$ cat src/rtl/alu_bit_serial_sequencer.sv
`default_nettype none
// ============================================================================
//  Module   : alu_bit_serial_sequencer
//  Function : Feeds a WIDTH-bit operand pair LSB-first through an external
//             1-bit combinational ALU and collects its result and carry
//             bits into WIDTH-bit words, returned on a valid/ready port.
//  Revision : 1.0 - initial release
// ============================================================================
module alu_bit_serial_sequencer #(
    parameter int WIDTH = 8,
    parameter int CNT_W = $clog2(WIDTH)
) (
    input  logic             clk,
    input  logic             rst,
    // request port
    input  logic             in_valid,
    output logic             in_ready,
    input  logic [2:0]       in_opcode,
    input  logic [WIDTH-1:0] in_a,
    input  logic [WIDTH-1:0] in_b,
    // 1-bit ALU interface
    output logic [2:0]       alu_opcode,
    output logic             alu_a,
    output logic             alu_b,
    input  logic             alu_res,
    input  logic             alu_cry,
    // response port
    output logic             out_valid,
    input  logic             out_ready,
    output logic [WIDTH-1:0] out_res,
    output logic [WIDTH-1:0] out_cry
);

    typedef enum logic [1:0] {
        S_IDLE = 2'd0,
        S_RUN  = 2'd1,
        S_HOLD = 2'd2
    } state_t;

    // Counter value at which the MSB is on the ALU inputs
    localparam logic [CNT_W-1:0] c_last = CNT_W'(WIDTH - 1);

    state_t             r_state;
    state_t             w_next;
    logic [CNT_W-1:0]   r_cnt;
    logic [2:0]         r_op;
    logic [WIDTH-1:0]   r_a_sr;
    logic [WIDTH-1:0]   r_b_sr;
    logic [WIDTH-1:0]   r_res_sr;
    logic [WIDTH-1:0]   r_cry_sr;
    logic [WIDTH-1:0]   r_out_res;
    logic [WIDTH-1:0]   r_out_cry;
    logic               w_accept;
    logic               w_last;

    // State register
    always_ff @(posedge clk) begin
        if (rst) begin
            r_state <= S_IDLE;
        end else begin
            r_state <= w_next;
        end
    end

    // Next-state decode and handshake / ALU drive outputs
    always_comb begin
        w_next     = r_state;
        in_ready   = 1'b0;
        out_valid  = 1'b0;
        alu_opcode = 3'd0;
        alu_a      = 1'b0;
        alu_b      = 1'b0;
        w_accept   = 1'b0;
        w_last     = 1'b0;
        case (r_state)
            S_IDLE: begin
                in_ready = 1'b1;
                if (in_valid) begin
                    w_accept = 1'b1;
                    w_next   = S_RUN;
                end
            end
            S_RUN: begin
                alu_opcode = r_op;
                alu_a      = r_a_sr[0];
                alu_b      = r_b_sr[0];
                if (r_cnt == c_last) begin
                    w_last = 1'b1;
                    w_next = S_HOLD;
                end
            end
            S_HOLD: begin
                out_valid = 1'b1;
                if (out_ready) begin
                    w_next = S_IDLE;
                end
            end
            default: begin
                w_next = S_IDLE;
            end
        endcase
    end

    // Operand capture, bit shifting and result collection
    always_ff @(posedge clk) begin
        if (rst) begin
            r_cnt     <= '0;
            r_op      <= 3'd0;
            r_a_sr    <= '0;
            r_b_sr    <= '0;
            r_res_sr  <= '0;
            r_cry_sr  <= '0;
            r_out_res <= '0;
            r_out_cry <= '0;
        end else if (w_accept) begin
            r_cnt  <= '0;
            r_op   <= in_opcode;
            r_a_sr <= in_a;
            r_b_sr <= in_b;
        end else if (r_state == S_RUN) begin
            r_res_sr <= {alu_res, r_res_sr[WIDTH-1:1]};
            r_cry_sr <= {alu_cry, r_cry_sr[WIDTH-1:1]};
            r_a_sr   <= {1'b0, r_a_sr[WIDTH-1:1]};
            r_b_sr   <= {1'b0, r_b_sr[WIDTH-1:1]};
            r_cnt    <= r_cnt + CNT_W'(1);
            // Publish the finished words only on the MSB cycle so the
            // response stays put through the next operation's RUN phase.
            if (w_last) begin
                r_out_res <= {alu_res, r_res_sr[WIDTH-1:1]};
                r_out_cry <= {alu_cry, r_cry_sr[WIDTH-1:1]};
            end
        end
    end

    assign out_res = r_out_res;
    assign out_cry = r_out_cry;

endmodule
`default_nettype wire

$ cat config.mk
export PLATFORM = sky130hd
export DESIGN_NAME = alu_bit_serial_sequencer
export DESIGN_NICKNAME = d
export VERILOG_FILES = /design/src/rtl/alu_bit_serial_sequencer.sv
export SDC_FILE = /design/constraint.sdc
export NUM_CORES = 1
export LEC_CHECK = 0
export CORE_MARGIN = 5
export CORE_UTILIZATION = 44
export DETAILED_ROUTE_END_ITERATION = 7
export GPL_TIMING_DRIVEN = 0
export PLACE_DENSITY = 0.76
export SLEW_MARGIN = 0
export SYNTH_ARGS = -nofsm -noshare
export SYNTH_HDL_FRONTEND = slang
export SYNTH_SLANG_ARGS = --single-unit
$ cat constraint.sdc
create_clock -name clk -period 1.4 [get_ports clk]
set_input_delay 0.28 -clock clk [delete_from_list [all_inputs] [get_ports clk]]
set_output_delay 0.28 -clock clk [all_outputs]
set_load 0.02 [all_outputs]
Yosys cells after proc, flatten, opt, wreduce, memory -nomap -nowiden
Cells that the tools add are included.
W data, S select, Z words.
{"block": "totals", "ff_bits": 56, "latchBits": 0, "ramBits": 0, "mem_bits_ro": 0, "output_inout_bits": 23, "memories": 0}
{"block": "classes", "add_sub_neg": 1, "multipliers": 0, "div_mod_pow": 0, "magnitude_cmp": 0, "n_eq_ne": 6, "shifts": 0, "muxes": 17, "bitwise": 1, "n_reduce_logical": 6}
{"cell": "$mux W8", "count": 4}
{"cell": "$mux W1", "count": 8}
{"cell": "$mux W2", "count": 3}
{"cell": "$ne A2 B2 Y1 const B", "count": 3}
{"cell": "$pmux W2 S3", "count": 1}
{"cell": "$reduce_and A3 Y1", "count": 2}
{"cell": "$add A3 B1 Y3 const B", "count": 1}
{"cell": "$eq A3 B3 Y1 const B", "count": 1}
{"cell": "$mux W3", "count": 1}
{"cell": "$eq A2 B1 Y1 const B", "count": 1}
{"cell": "$eq A2 B2 Y1 const B", "count": 1}
{"cell": "$logic_not A2 Y1", "count": 1}
{"cell": "$reduce_and A2 Y1", "count": 1}
{"cell": "$reduce_bool A2 Y1", "count": 1}
{"cell": "$reduce_or A2 Y1", "count": 1}
{"cell": "$not A1 Y1", "count": 1}

Logic depth before layout (Yosys ltp)
{"block": "logic_depth", "ltp_word": 4, "mapped_depth": 7}

Least setup slack after synthesis
Ideal clock, no wire load.
{"block": "synth_path", "kind": "reg-to-output", "from": "register r_state[1]", "to": "output port alu_a", "arrival_ns": 1.168, "required_time_ns": 1.120, "setup_slack_ns": -0.048, "path_stages_with_launch": 6, "path_buffers": 3, "path_cell_list": "dfxtp_1 buf_4 nand2b_1 buf_2 buf_2 nor2_1"}
{"block": "synth_via", "elab_chain_cells": 2}
{"element": "from (decl)", "line_no": "43", "rtl": "state_t r_state;"}
{"element": "from (signal assigned)", "line_no": "61", "rtl": "r_state <= w_next;"}
{"element": "$eq A2 B1 Y1", "line_no": "75", "rtl": "case (r_state)"}
{"element": "$mux W1", "line_no": "75"}
{"element": "to (decl)", "line_no": "23", "rtl": "output logic alu_a,"}
Every way passes these cells.

Worst setup path after layout
{"block": "layout_path", "from": "register r_state[0]", "to": "register r_a_sr[6]"}
{"block": "layout_via", "elab_chain_cells": 3, "elab_cells_between_ends": 5}
{"element": "$logic_not A2 Y1", "line_no": "75"}
{"element": "$mux W1", "line_no": "75"}
{"element": "$mux W8 or $reduce_bool A2 Y1 (tied branches)"}
{"element": "to (signal assigned)", "line_no": "118", "rtl": "r_a_sr <= in_a;"}
{"element": "to (signal assigned)", "line_no": "123", "rtl": "r_a_sr <= {1'b0, r_a_sr[WIDTH-1:1]};"}
{"element": "to (decl)", "line_no": "47", "rtl": "logic [WIDTH-1:0] r_a_sr;"}
Parallel ways exist; a longest one is shown, timed or not.
A chain may end at the register's enable or synchronous reset.

==> run summary <==
The flow ran to the end, but the final reports show violations. The checks that failed: setup timing. The clock period minus final worst setup slack was 1560 ps; the initial core utilization was 0.453.

The number of clock buffers added by TritonCTS is 5. The tools report the total routing resource utilization after global routing as 0.175. The cell with the most instances after synthesis is nand2_1.

After detailed routing, the number of remaining DRC violations is 0. The logs give 0.593 for the worst slew margin relative to its limit and 18 for the number of endpoints failing setup at the final stage. For the number of levels the H-tree was split into, the log shows 2. Data on the critical path is required at its endpoint by 1560 ps. The endpoint arrival time on the critical path was 1720 ps; the cell row count was 25. The net switching component of the power was 815 uW; the count of buffers from port buffering was 46. The synthesized design contains 0 enable-type register cells. For the number of hold violations in the final report, the log shows 0. Measured along the x axis, the die boundary spans 79.5 um. The start of the worst register-to-register path is r_state[0]. In the synthesized netlist the dominant register cell turns out to be dfxtp_1. After synthesis, the mean cell area works out to 7.99 um^2.

Measured along the y axis, the die boundary spans 79.5 um. Counting the fill cells in the layout gives 361. The final-report max-slew violation count came out at 0. The utilization of the core after routing was 0.690; the power density normalized to cell area was 952 mW/mm^2. The sequential fraction of the synthesis area was 0.509. Entering global routing, the biggest net connects 17 pins. Internal power of the cells: 2270 uW.

Combinational group share of total power: 0.176. The cell taking the most area after synthesis was dfxtp_1. For the worst-skew pair, the clock arrives at the later sink with an insertion delay of 310 ps. Ranked by total cell area, the synthesized netlist is headed by dfxtp_1 (51%), nand2_1 (14%), a21oi_1 (12%).

The tools report the number of global-route vias before repair as 1914. The distinct cell type count after synthesis is 26, and the first-pass detailed-route iteration total is 6. The proportion of total power due to net switching works out to 0.265. The clock passes through at most 2 buffers. In the final layout, the multi-input gates occupy 0.00113 mm^2. At the pin with the least slew margin, the transition time is 611 ps. The startpoint kind of the worst setup timing path was a register. The type of the tightest min-delay check was input port to register. After global routing the overflow that remains totals 0. Timing would allow up to 0.643 GHz. OpenSTA, run right after detailed placement, puts the worst setup slack at -564 ps. The fraction of registers with async set/reset came out at 0. The first global-routing pass estimated 8760 um of wire.

The terminus of the critical flop-to-flop path is r_a_sr[6]. The part of the total power dissipated in sequential elements was 0.528; the HPWL after detailed placement was 3430 um. During synthesis, Yosys emitted a total of 0 warnings.

The analysis attributes to cell leakage a power of 0.00127 uW. In the synthesized netlist, the cells that appear most often are nand2_1 (80), dfxtp_1 (54), a21oi_1 (52). The combined area of all synthesized cells was 0.00213 mm^2; the layout overhead on the synthesized area was 52.3%. Summing over every cut layer, the via total after detailed routing is 2091. The top cell type's share of synthesized area is 0.509, and the period utilization is 1.11.

The worst hold path depth came out at 2. In this run the worst path has a maximum fanout of 6. STA classifies the critical path endpoint as a register.

The number of cells on the worst reg-to-reg path is 7. The smallest setup slack after layout was -156 ps; the maximum resistive drop on vdd was 0.608 mV. After detailed routing, the total wire length is 5950 um. The via-per-instance ratio came out at 5.27. The routability congestion estimate was 0.780; the post-synthesis register bit count was 54. TritonCTS built the clock tree.

The logs give 155 for the count of routing violations after the opening detailed-route iteration and 0.295 for the clock network power share. The number of nets handed over by synthesis was 293. Reported max-cap violation count: 0. The number of routed nets with antenna violations is 0, and the standard cell core area is 0.00469 mm^2. Maximum clock skew at final layout: 9.37 ps. The run gives -160 ps as the worst reg-to-reg setup slack. The number of placed I/O pins is 48, and the final-layout setup total negative slack is -2060 ps.

The worst hold path begins at rst. The tools report the number of antenna violations at the first check in global routing as 0. Synthesis handed over a netlist of 266 instances. The average wire per cell in the routed design is 15.0 um. The die area was 0.00632 mm^2; the clock-pin transition on the worst setup and hold timing paths was 100 ps. The diode insertion count for antenna repair was 0; the sequential cell area was 0.00109 mm^2. The worst setup path is of the register to register kind. The tools report the terminating pin of the worst hold path as r_cnt[2]. CTS placed an instance of clkbuf_8 at the clock tree root. The final net count is 369. Sink count of the clock tree: 54.

Setup repair after global routing could not meet its margin everywhere. The share of layout cells above drive strength 1 works out to 0.297.
==> cells in the final DEF, fill, tap and decap left out, types with 3 or more instances in the layout <==
master and count:
clkbuf_1 6, dlygate4sd2_1 17, nand2_1 77, buf_8 5, a21oi_2 7, dfxtp_1 50, dfxtp_2 4, a211oi_2 4
buf_6 20, a211oi_1 8, nor3_1 3, a21oi_1 45, clkbuf_8 6, nor2_2 4, and2_4 3, clkdlybuf4s50_1 22
nor2_4 11, buf_4 17, nor2_1 5
==> worst max-delay path: stages (launching register included) <==
cell and delay [ps]:
dfxtp_2 330, buf_6 120, buf_6 120, or3b_4 400
buf_12 160, buf_8 140, nor2_4 80, a211oi_1 60
==> cells by family after synthesis <==
group / Yosys count / synth area share
compound gates: 67 / 0.179
xor+xnor: 1 / 0.00412
fa+ha+maj: 2 / 0.0118
buf+inv: 24 / 0.0618
flops: 54 / 0.509
mux: 2 / 0.00942
simple gates: 116 / 0.225
==> how the worst max path moves through the flow <==
stage	from	to	slack [ps]	cells after the start
final	r_state[0]	r_a_sr[6]	-160	7
after global routing	r_state[1]	r_a_sr[6]	-230	6
after CTS	r_state[1]	alu_a	-230	6
after detailed placement	r_state[1]	alu_opcode[0]	-560	5
after global placement	r_state[1]	alu_opcode[0]	-550	5
after floorplan	r_state[1]	alu_a	-50	5
==> what timing repair did <==
item                                    in CTS  in global routing
cloned                                       3                  0
endpoints found under the setup margin      58                 50
resized for setup                          104                 53
buffers inserted                            14                  8
pin swaps                                   19                 10
hold buffers                                 0                  0
==> flip-flops by register name, indices dropped and copies added, names as in the netlist <==
| signal | count |
|---|---|
| r_state | 2 |
| out_cry | 8 |
| r_a_sr | 8 |
| out_res | 8 |
| r_res_sr | 7 |
| r_op | 3 |
| r_cnt | 3 |
| r_b_sr | 8 |
| r_cry_sr | 7 |
==> power by group through the flow <==
stage,clock network (uW),logic (uW),registers [uW]
floorplan,0,218,1650
global placement,0,348,1650
detailed placement,0,351,1660
CTS,908,442,1620
global route,968,581,1630
finish,910,543,1630
==> layer usage <==
metal	GRT usage	vias to the layer above	wire [um]
li1	-	1028	-
met4	0.0739	0	106
met3	0.0361	14	298
met2	0.293	69	3090
met5	0	-	0
met1	0.218	980	2450
==> cell type report <==
| cell class | instances | share of cell area |
|---|---|---|
| Tap cell | 54 | 0.0209 |
| Buffer | 20 | 0.0560 |
| Timing Repair Buffer | 71 | 0.208 |
| Multi-Input combinational cell | 188 | 0.348 |
| Inverter | 2 | 0.00232 |
| Sequential cell | 54 | 0.335 |
| Clock buffer | 6 | 0.0255 |
| Clock inverter | 2 | 0.00386 |
==> stage by stage <==
stage	instance area (um^2)	power, uW	hold slack [ps]	cells
after floorplan	2130	1870	416	266
after CTS	3000	2970	403	390
after detailed placement	2660	2010	449	366
after global routing	3240	3180	453	397
after global placement	2660	2000	438	366
final	3240	3080	418	397
Note: power is estimated with default switching activity, not from simulation.
